===== src/rtl/bit_counter_fsm.sv =====
// -----------------------------------------------------------------------------
// bit_counter_fsm
//   Counts the ones (mode=0) or zeros (mode=1) in an N-bit word using a
//   shift-right datapath. The word is taken on a start/done handshake.
//   Ones mode stops early as soon as the remaining shifted word is zero.
//   Zeros mode always examines all N bits.
//
// Parameters
//   N    data word width (N >= 2)
//   CW   count width, holds 0..N
//
// Ports
//   Clk    in   system clock, rising edge
//   Reset  in   synchronous, active-high reset
//   s      in   start request, held high until Done is seen
//   mode   in   0 = count ones, 1 = count zeros (sampled with s)
//   Data   in   N-bit word to count (sampled with s)
//   B      out  result count (registered)
//   Done   out  result valid (registered)
//   Busy   out  high while counting (registered)
//   P      out  ones parity of the sampled word, present only when
//               BIT_COUNTER_PARITY_EN is defined
//
// States
//   ST_IDLE  | waiting for s; B holds the previous result
//   ST_COUNT | shifting A right, accumulating B
//   ST_DONE  | result valid, waiting for s to drop
// -----------------------------------------------------------------------------
module bit_counter_fsm #(
  parameter int N  = 8,
  parameter int CW = $clog2(N + 1)
) (
  input  logic          Clk,
  input  logic          Reset,
  input  logic          s,
  input  logic          mode,
  input  logic [N-1:0]  Data,
  output logic [CW-1:0] B,
  output logic          Done,
`ifdef BIT_COUNTER_PARITY_EN
  output logic          P,
`endif
  output logic          Busy
);

  typedef enum logic [1:0] {
    ST_IDLE  = 2'd0,
    ST_COUNT = 2'd1,
    ST_DONE  = 2'd2
  } state_t;

  localparam logic [CW-1:0] N_CW = CW'(N);

  state_t        r_state;
  logic [N-1:0]  r_a;
  logic [CW-1:0] r_idx;
  logic [CW-1:0] r_b;
  logic          r_done;
  logic          r_busy;
  logic          r_mode_q;

  state_t        w_state_nxt;
  logic [N-1:0]  w_a_nxt;
  logic [CW-1:0] w_idx_nxt;
  logic [CW-1:0] w_b_nxt;
  logic          w_done_nxt;
  logic          w_busy_nxt;
  logic          w_mode_q_nxt;
  logic          w_term;

`ifdef BIT_COUNTER_PARITY_EN
  logic          r_p;
  logic          w_p_nxt;
`endif

  // Ones mode is finished once no set bits remain; zeros mode must look at
  // every bit because leading zeros still count.
  assign w_term = (!r_mode_q && (r_a == '0)) || (r_mode_q && (r_idx == N_CW));

  always_comb begin
    w_state_nxt  = r_state;
    w_a_nxt      = r_a;
    w_idx_nxt    = r_idx;
    w_b_nxt      = r_b;
    w_done_nxt   = r_done;
    w_busy_nxt   = r_busy;
    w_mode_q_nxt = r_mode_q;
`ifdef BIT_COUNTER_PARITY_EN
    w_p_nxt      = r_p;
`endif

    case (r_state)
      ST_IDLE: begin
        w_done_nxt = 1'b0;
        w_busy_nxt = 1'b0;
        if (s) begin
          w_a_nxt      = Data;
          w_mode_q_nxt = mode;
          w_b_nxt      = '0;
          w_idx_nxt    = '0;
          w_busy_nxt   = 1'b1;
`ifdef BIT_COUNTER_PARITY_EN
          w_p_nxt      = 1'b0;
`endif
          w_state_nxt  = ST_COUNT;
        end
      end

      ST_COUNT: begin
        if (w_term) begin
          w_busy_nxt  = 1'b0;
          w_done_nxt  = 1'b1;
          w_state_nxt = ST_DONE;
        end else begin
          w_a_nxt   = r_a >> 1;
          w_idx_nxt = r_idx + CW'(1);
          // Examined bit differs from mode_q exactly when it is the value
          // being counted (1 in ones mode, 0 in zeros mode).
          if (r_a[0] != r_mode_q) begin
            w_b_nxt = r_b + CW'(1);
          end
`ifdef BIT_COUNTER_PARITY_EN
          // Every set bit is shifted through bit 0 before termination in
          // either mode, so this always ends as the full ones parity.
          w_p_nxt = r_p ^ r_a[0];
`endif
        end
      end

      ST_DONE: begin
        w_done_nxt = 1'b1;
        if (!s) begin
          w_done_nxt  = 1'b0;
          w_state_nxt = ST_IDLE;
        end
      end

      default: begin
        w_done_nxt  = 1'b0;
        w_busy_nxt  = 1'b0;
        w_state_nxt = ST_IDLE;
      end
    endcase
  end

  always_ff @(posedge Clk) begin
    if (Reset) begin
      r_state  <= ST_IDLE;
      r_a      <= '0;
      r_idx    <= '0;
      r_b      <= '0;
      r_done   <= 1'b0;
      r_busy   <= 1'b0;
      r_mode_q <= 1'b0;
`ifdef BIT_COUNTER_PARITY_EN
      r_p      <= 1'b0;
`endif
    end else begin
      r_state  <= w_state_nxt;
      r_a      <= w_a_nxt;
      r_idx    <= w_idx_nxt;
      r_b      <= w_b_nxt;
      r_done   <= w_done_nxt;
      r_busy   <= w_busy_nxt;
      r_mode_q <= w_mode_q_nxt;
`ifdef BIT_COUNTER_PARITY_EN
      r_p      <= w_p_nxt;
`endif
    end
  end

  assign B    = r_b;
  assign Done = r_done;
  assign Busy = r_busy;
`ifdef BIT_COUNTER_PARITY_EN
  assign P    = r_p;
`endif

endmodule


===== config.mk =====
export PLATFORM = sky130hd
export DESIGN_NAME = bit_counter_fsm
export DESIGN_NICKNAME = d
export VERILOG_FILES = /design/src/rtl/bit_counter_fsm.sv
export SDC_FILE = /design/constraint.sdc
export NUM_CORES = 1
export LEC_CHECK = 0
export CORE_MARGIN = 2
export CORE_UTILIZATION = 45
export DETAILED_ROUTE_END_ITERATION = 12
export HOLD_SLACK_MARGIN = 0.1
export PLACE_DENSITY = 0.68
export REMOVE_ABC_BUFFERS = 1
export SLEW_MARGIN = 20
export SYNTH_ARGS = -nofsm -noshare
export SYNTH_HDL_FRONTEND = slang
export SYNTH_SLANG_ARGS = --single-unit
export TNS_END_PERCENT = 100

===== constraint.sdc =====
create_clock -name Clk -period 2.2 [get_ports Clk]
set_input_delay 0.66 -clock Clk [delete_from_list [all_inputs] [get_ports Clk]]
set_output_delay 0.66 -clock Clk [all_outputs]
set_load 0.01 [all_outputs]

Yosys cells after proc, flatten, opt, wreduce, memory -nomap -nowiden:

Index checks and enable logic that the tools add are counted.

* bits in registers: 21
* input bits: 12
* output and inout port bits: 6

* $add $sub $neg: 2
* eq/ne operators: 9
* multiplexer cells: 18
* bitwise operators: 1
* reduce and logical (&&, ||, !) cells: 12

Operator list (count)
* 4-bit two-way mux: 4
* 8-bit two-way mux: 2
* 4-bit case mux with 2 select lines: 2
* 8-bit case mux with 2 select lines: 1
* 2-bit != test, second input constant: 5
* 4-bit by 1-bit adder with 4-bit output, second input constant: 2
* 8-bit logical NOT: 1
* 2-bit two-way mux: 3
* 2-bit case mux with 3 select lines: 1
* 3-bit AND reduction: 2
* 4-bit == test, second input constant: 1
* 2-bit AND reduction: 2
* 4-bit AND reduction: 1
* 1-bit two-way mux: 3
* 1-bit case mux with 3 select lines: 1
* 2-bit by 1-bit == test with 1-bit output, second input constant: 1
* 2-bit == test, second input constant: 1
* 1-bit logical AND: 2
* 2-bit logical NOT: 1
* 1-bit case mux with 2 select lines: 1
* 2-bit nonzero test: 1
* 1-bit logical NOT: 1
* 1-bit logical OR: 1
* 1-bit != test: 1
* 1-bit NOT: 1

Depth between registers and ports, before layout:

* word-level depth: 5
* mapped depth: 9
* mapped depth without buffers: 6

Least setup slack after synthesis:

OpenSTA, ideal clock, no wires.

* path kind: register to register
* from: reg r_state[0]
* to: reg r_idx[1]
* library setup time: 0.089 ns
* data arrival time: 1.609 ns
* data required time: 2.111 ns
* slack: 0.501 ns
* cell stages (with the launch flop): 10
* path buffers: 3
* cells stage by stage: dfxtp_1 inv_1 ha_1 buf_6 mux2i_1 buf_4 nor2_2 a21o_1 buf_6 o32ai_4

* cells in the longest elaborated chain, start to end: 3

RTL lines
* start, declared: RTL line 54 `state_t r_state;`
* start signal, assigned: RTL line 159 `r_state <= w_state_nxt;`
* 2-bit by 1-bit == test with 1-bit output / 2-bit logical NOT (equally long branches): RTL line 92 `case (r_state)`
* 2-bit != test (no line) / 2-bit nonzero test (equally long branches)
* 3-bit AND reduction (no line)
* end signal, assigned: RTL line 161 `r_idx <= w_idx_nxt;`
* end, declared: RTL line 56 `logic [CW-1:0] r_idx;`

Several ways; a longest one is shown, not always the timed one.
A chain may end at the register's enable or synchronous reset.

Worst setup path in the final report:

Same ends and word-level chain as after synthesis.

==> insert_results.sql <==
INSERT INTO impl_metrics (metric_group, metric, value, unit) VALUES
('run_status', 'run_status', 'complete, no violations', ''),
('synthesis', 'post_synth.cell_area_avg', '9.22', 'µm²'),
('floorplan', 'floorplan.core_area', '2760', 'µm²'),
('sta', 'hold_violations', '0', ''),
('final_layout', 'layout.core_utilization', '56.5', '%'),
('drt', 'routed_wire_length', '2840', 'µm'),
('synthesis', 'synthesis.instances', '141', ''),
('worst_setup_path', 'r2r_start', 'r_state[0]', ''),
('sta', 'min_period_over_period', '90.1', '%'),
('worst_hold_path', 'timing.hold.worst_path_depth', '2', ''),
('worst_setup_path', 'timing.critical_path.from_type', 'register', ''),
('worst_setup_path', 'worst-r2r-setup-slack', '0.22', 'ns'),
('final_layout', 'layout.cells.most_common_list', '21 x dfxtp_1, 17 x clkdlybuf4s50_1, 10 x buf_4', ''),
('worst_setup_path', 'path_class', 'reg2reg', ''),
('drt', 'avgViaCountPerCell', '5.90', ''),
('global_route', 'grt_pass1_vias', '1122', ''),
('drt', 'routed_wire_length_per_instance', '14.6', 'µm'),
('cts', 'cells_resized_by_post_cts_repair', '0', ''),
('final_layout', 'mostFrequentLayoutCell', 'dfxtp_1', ''),
('worst_hold_path', 'worstHoldEndpoint', 'Busy', ''),
('synthesis', 'synth.top_cells.by_area', 'dfxtp_1 32%, mux2i_1 6.9%, a211oi_2 6.7%', ''),
('final_layout', 'num_antenna_cells', '0', ''),
('cts', 'cts-root-to-sink-buffers', '2', ''),
('cts', 'cts-buffers-inserted', '3', ''),
('floorplan', 'design.portCount', '18', ''),
('drt', 'drt_iter0_markers', '32', ''),
('sta', 'timing.setup.tns', '0', 'ns'),
('synthesis', 'yosys.cell_types.count', '40', ''),
('worst_setup_path', 'worst-endpoint-required', '2.43', 'ns'),
('place', 'dp_hpwl', '2130', 'µm'),
('synthesis', 'yosys_warnings', '0', ''),
('final_layout', 'final_layout_size_suffix_gt1_share', '16.6', '%'),
('synthesis', 'synth_largest_type_area_fraction', '32.3', '%'),
('cts', 'number_of_clock_sinks_seen_by_cts', '21', ''),
('worst_hold_path', 'worst_min_delay_path_category', 'reg2reg', ''),
('worst_setup_path', 'path_max_fanout', '9', ''),
('floorplan', 'rows', '19', ''),
('global_route', 'grt_use_total', '18.5', '%'),
('global_route', 'grt_max_degree', '30', ''),
('sta', 'tightestPinTransition', '0.466', 'ns'),
('synthesis', 'netlist.top_cell.by_area', 'dfxtp_1', ''),
('cts', 'clk_transition_reported_paths', '0.12', 'ns'),
('power', 'maximum_resistive_drop_on_vdd', '0.000723', 'V'),
('synthesis', 'synth_edf_count', '0', ''),
('cts', 'cts.hold.buffers_added', '0', ''),
('synthesis', 'seq_area_frac_synth', '32.3', '%'),
('synthesis', 'synth_seq_cells', '21', ''),
('drt', 'detail-route-antenna-nets', '0', ''),
('worst_setup_path', 'worst-endpoint-arrival', '2.21', 'ns'),
('sta', 'count_of_endpoints_failing_setup_in_the_final_report', '0', ''),
('place', 'cell_count_after_placement', '190', ''),
('final_layout', 'post_layout_nets', '182', ''),
('power', 'total_leakage_power', '0.555', 'nW'),
('worst_setup_path', 'r2r_end', 'r_idx[1]', ''),
('sta', 'rsz0062_at_grt', 'false', ''),
('drt', 'vias', '1144', ''),
('global_route', 'grt_overflow_total', '0', ''),
('sta', 'clock-skew-final', '0.00119', 'ns'),
('cts', 'postCtsSetupRepairBufs', '0', ''),
('worst_setup_path', 'reg2reg_depth', '6', ''),
('global_route', 'grt_antenna_before_repair', '0', ''),
('sta', 'max_freq', '505', 'MHz'),
('place', 'buffer_ports.inserted', '17', ''),
('sta', 'finalHoldWorstSlack', '0.464', 'ns'),
('power', 'pwr_density_cell', '1120', 'nW/µm²'),
('flow_run', 'timing.max_cap.violations', '0', ''),
('synthesis', 'synthFlopType', 'dfxtp_1', ''),
('cts', 'ctsHtreeMaxLevel', '1', ''),
('final_layout', 'post_layout_nonfiller_instances', '194', ''),
('worst_setup_path', 'endpoint_kind', 'register', ''),
('sta', 'finalWorstPathRequiredPeriod', '1.98', 'ns');
[cell type report]
type / instances / area (µm²)
Clock buffer: 3 / 22.5
Fill cell: 249 / 1200
Clock inverter: 1 / 5.00
Sequential cell: 21 / 420
Timing Repair Buffer: 27 / 245
Tap cell: 31 / 38.8
Multi-Input combinational cell: 105 / 805
Inverter: 6 / 22.5
[per-layer routing]
metal,vias up,track usage (%),share of wire [%]
met3,6,2.01,3.3
li1,580,-,-
met5,-,0,0
met2,24,33.1,49
met1,534,23.3,46
met4,0,5.98,1.2
[kinds of logic after synthesis]
family / count (synthesis) / synth area share [%]
AO/OA/AOI/OAI: 43 / 27.0
AND/OR/NAND/NOR: 47 / 21.8
buffers and inverters: 15 / 6.06
multiplexers: 9 / 6.93
adder cells (fa/ha/maj): 6 / 5.77
flip-flops: 21 / 32.3
[state kept, by name, indices dropped and copies added, names as in the netlist]
register,cells
r_idx,4
Done,1
Busy,1
r_a,8
r_mode_q,1
r_state,2
B,4
[worst max-delay path, cell delays in order (launching register included)]
cell	delay, ns
dfxtp_1	0.36
inv_1	0.09
ha_1	0.34
mux2i_2	0.38
nor2_1	0.11
a21o_1	0.36
o32ai_4	0.26
[how the worst max path moves through the flow]
stage,start,slack [ns],endpoint
2_1_floorplan,r_state[1],-0.34,r_a[0]
3_3_place_gp,s,-0.02,r_idx[1]
3_5_place_dp,s,-0.1,r_idx[1]
4_1_cts,r_state[0],0.15,r_idx[1]
5_1_grt,r_state[0],0.09,r_a[5]
6_report,r_state[0],0.22,r_idx[1]
[cell usage after synthesis, types with 2 or more instances]
cell      instances
nand3b_1          6
dfxtp_1          21
nor2_1            2
buf_6             2
o211ai_1          2
o21ai_0           3
buf_2             3
mux2i_1           9
nand3_1           8
inv_1             6
nor3b_1           2
and4b_1           2
nand2b_1          3
a31oi_1           5
a211oi_1          7
o22ai_1           3
nor2b_1           4
a21oi_1           8
clkbuf_1          3
ha_1              6
a21o_1            2
a211oi_2          7
nand2_1           9
and3_1            2
[power breakdown]
part	switching, W	total, W	internal, W
combinational	0.000551	0.000978	0.000426
sequential	0.0000948	0.000577	0.000482
clock	0.000123	0.000191	0.0000679
total	0.000769	0.00175	0.000976
[per-stage QoR]
| step | area (µm²) | setup WS [ns] |
|---|---|---|
| 3_5_place_dp | 1530 | -0.0970 |
| 3_3_place_gp | 1530 | -0.0153 |
| 6_report | 1560 | 0.218 |
| 2_1_floorplan | 1240 | -0.342 |
| 5_1_grt | 1560 | 0.0937 |
| 4_1_cts | 1560 | 0.152 |
Note: power is estimated with default switching activity, not from simulation.
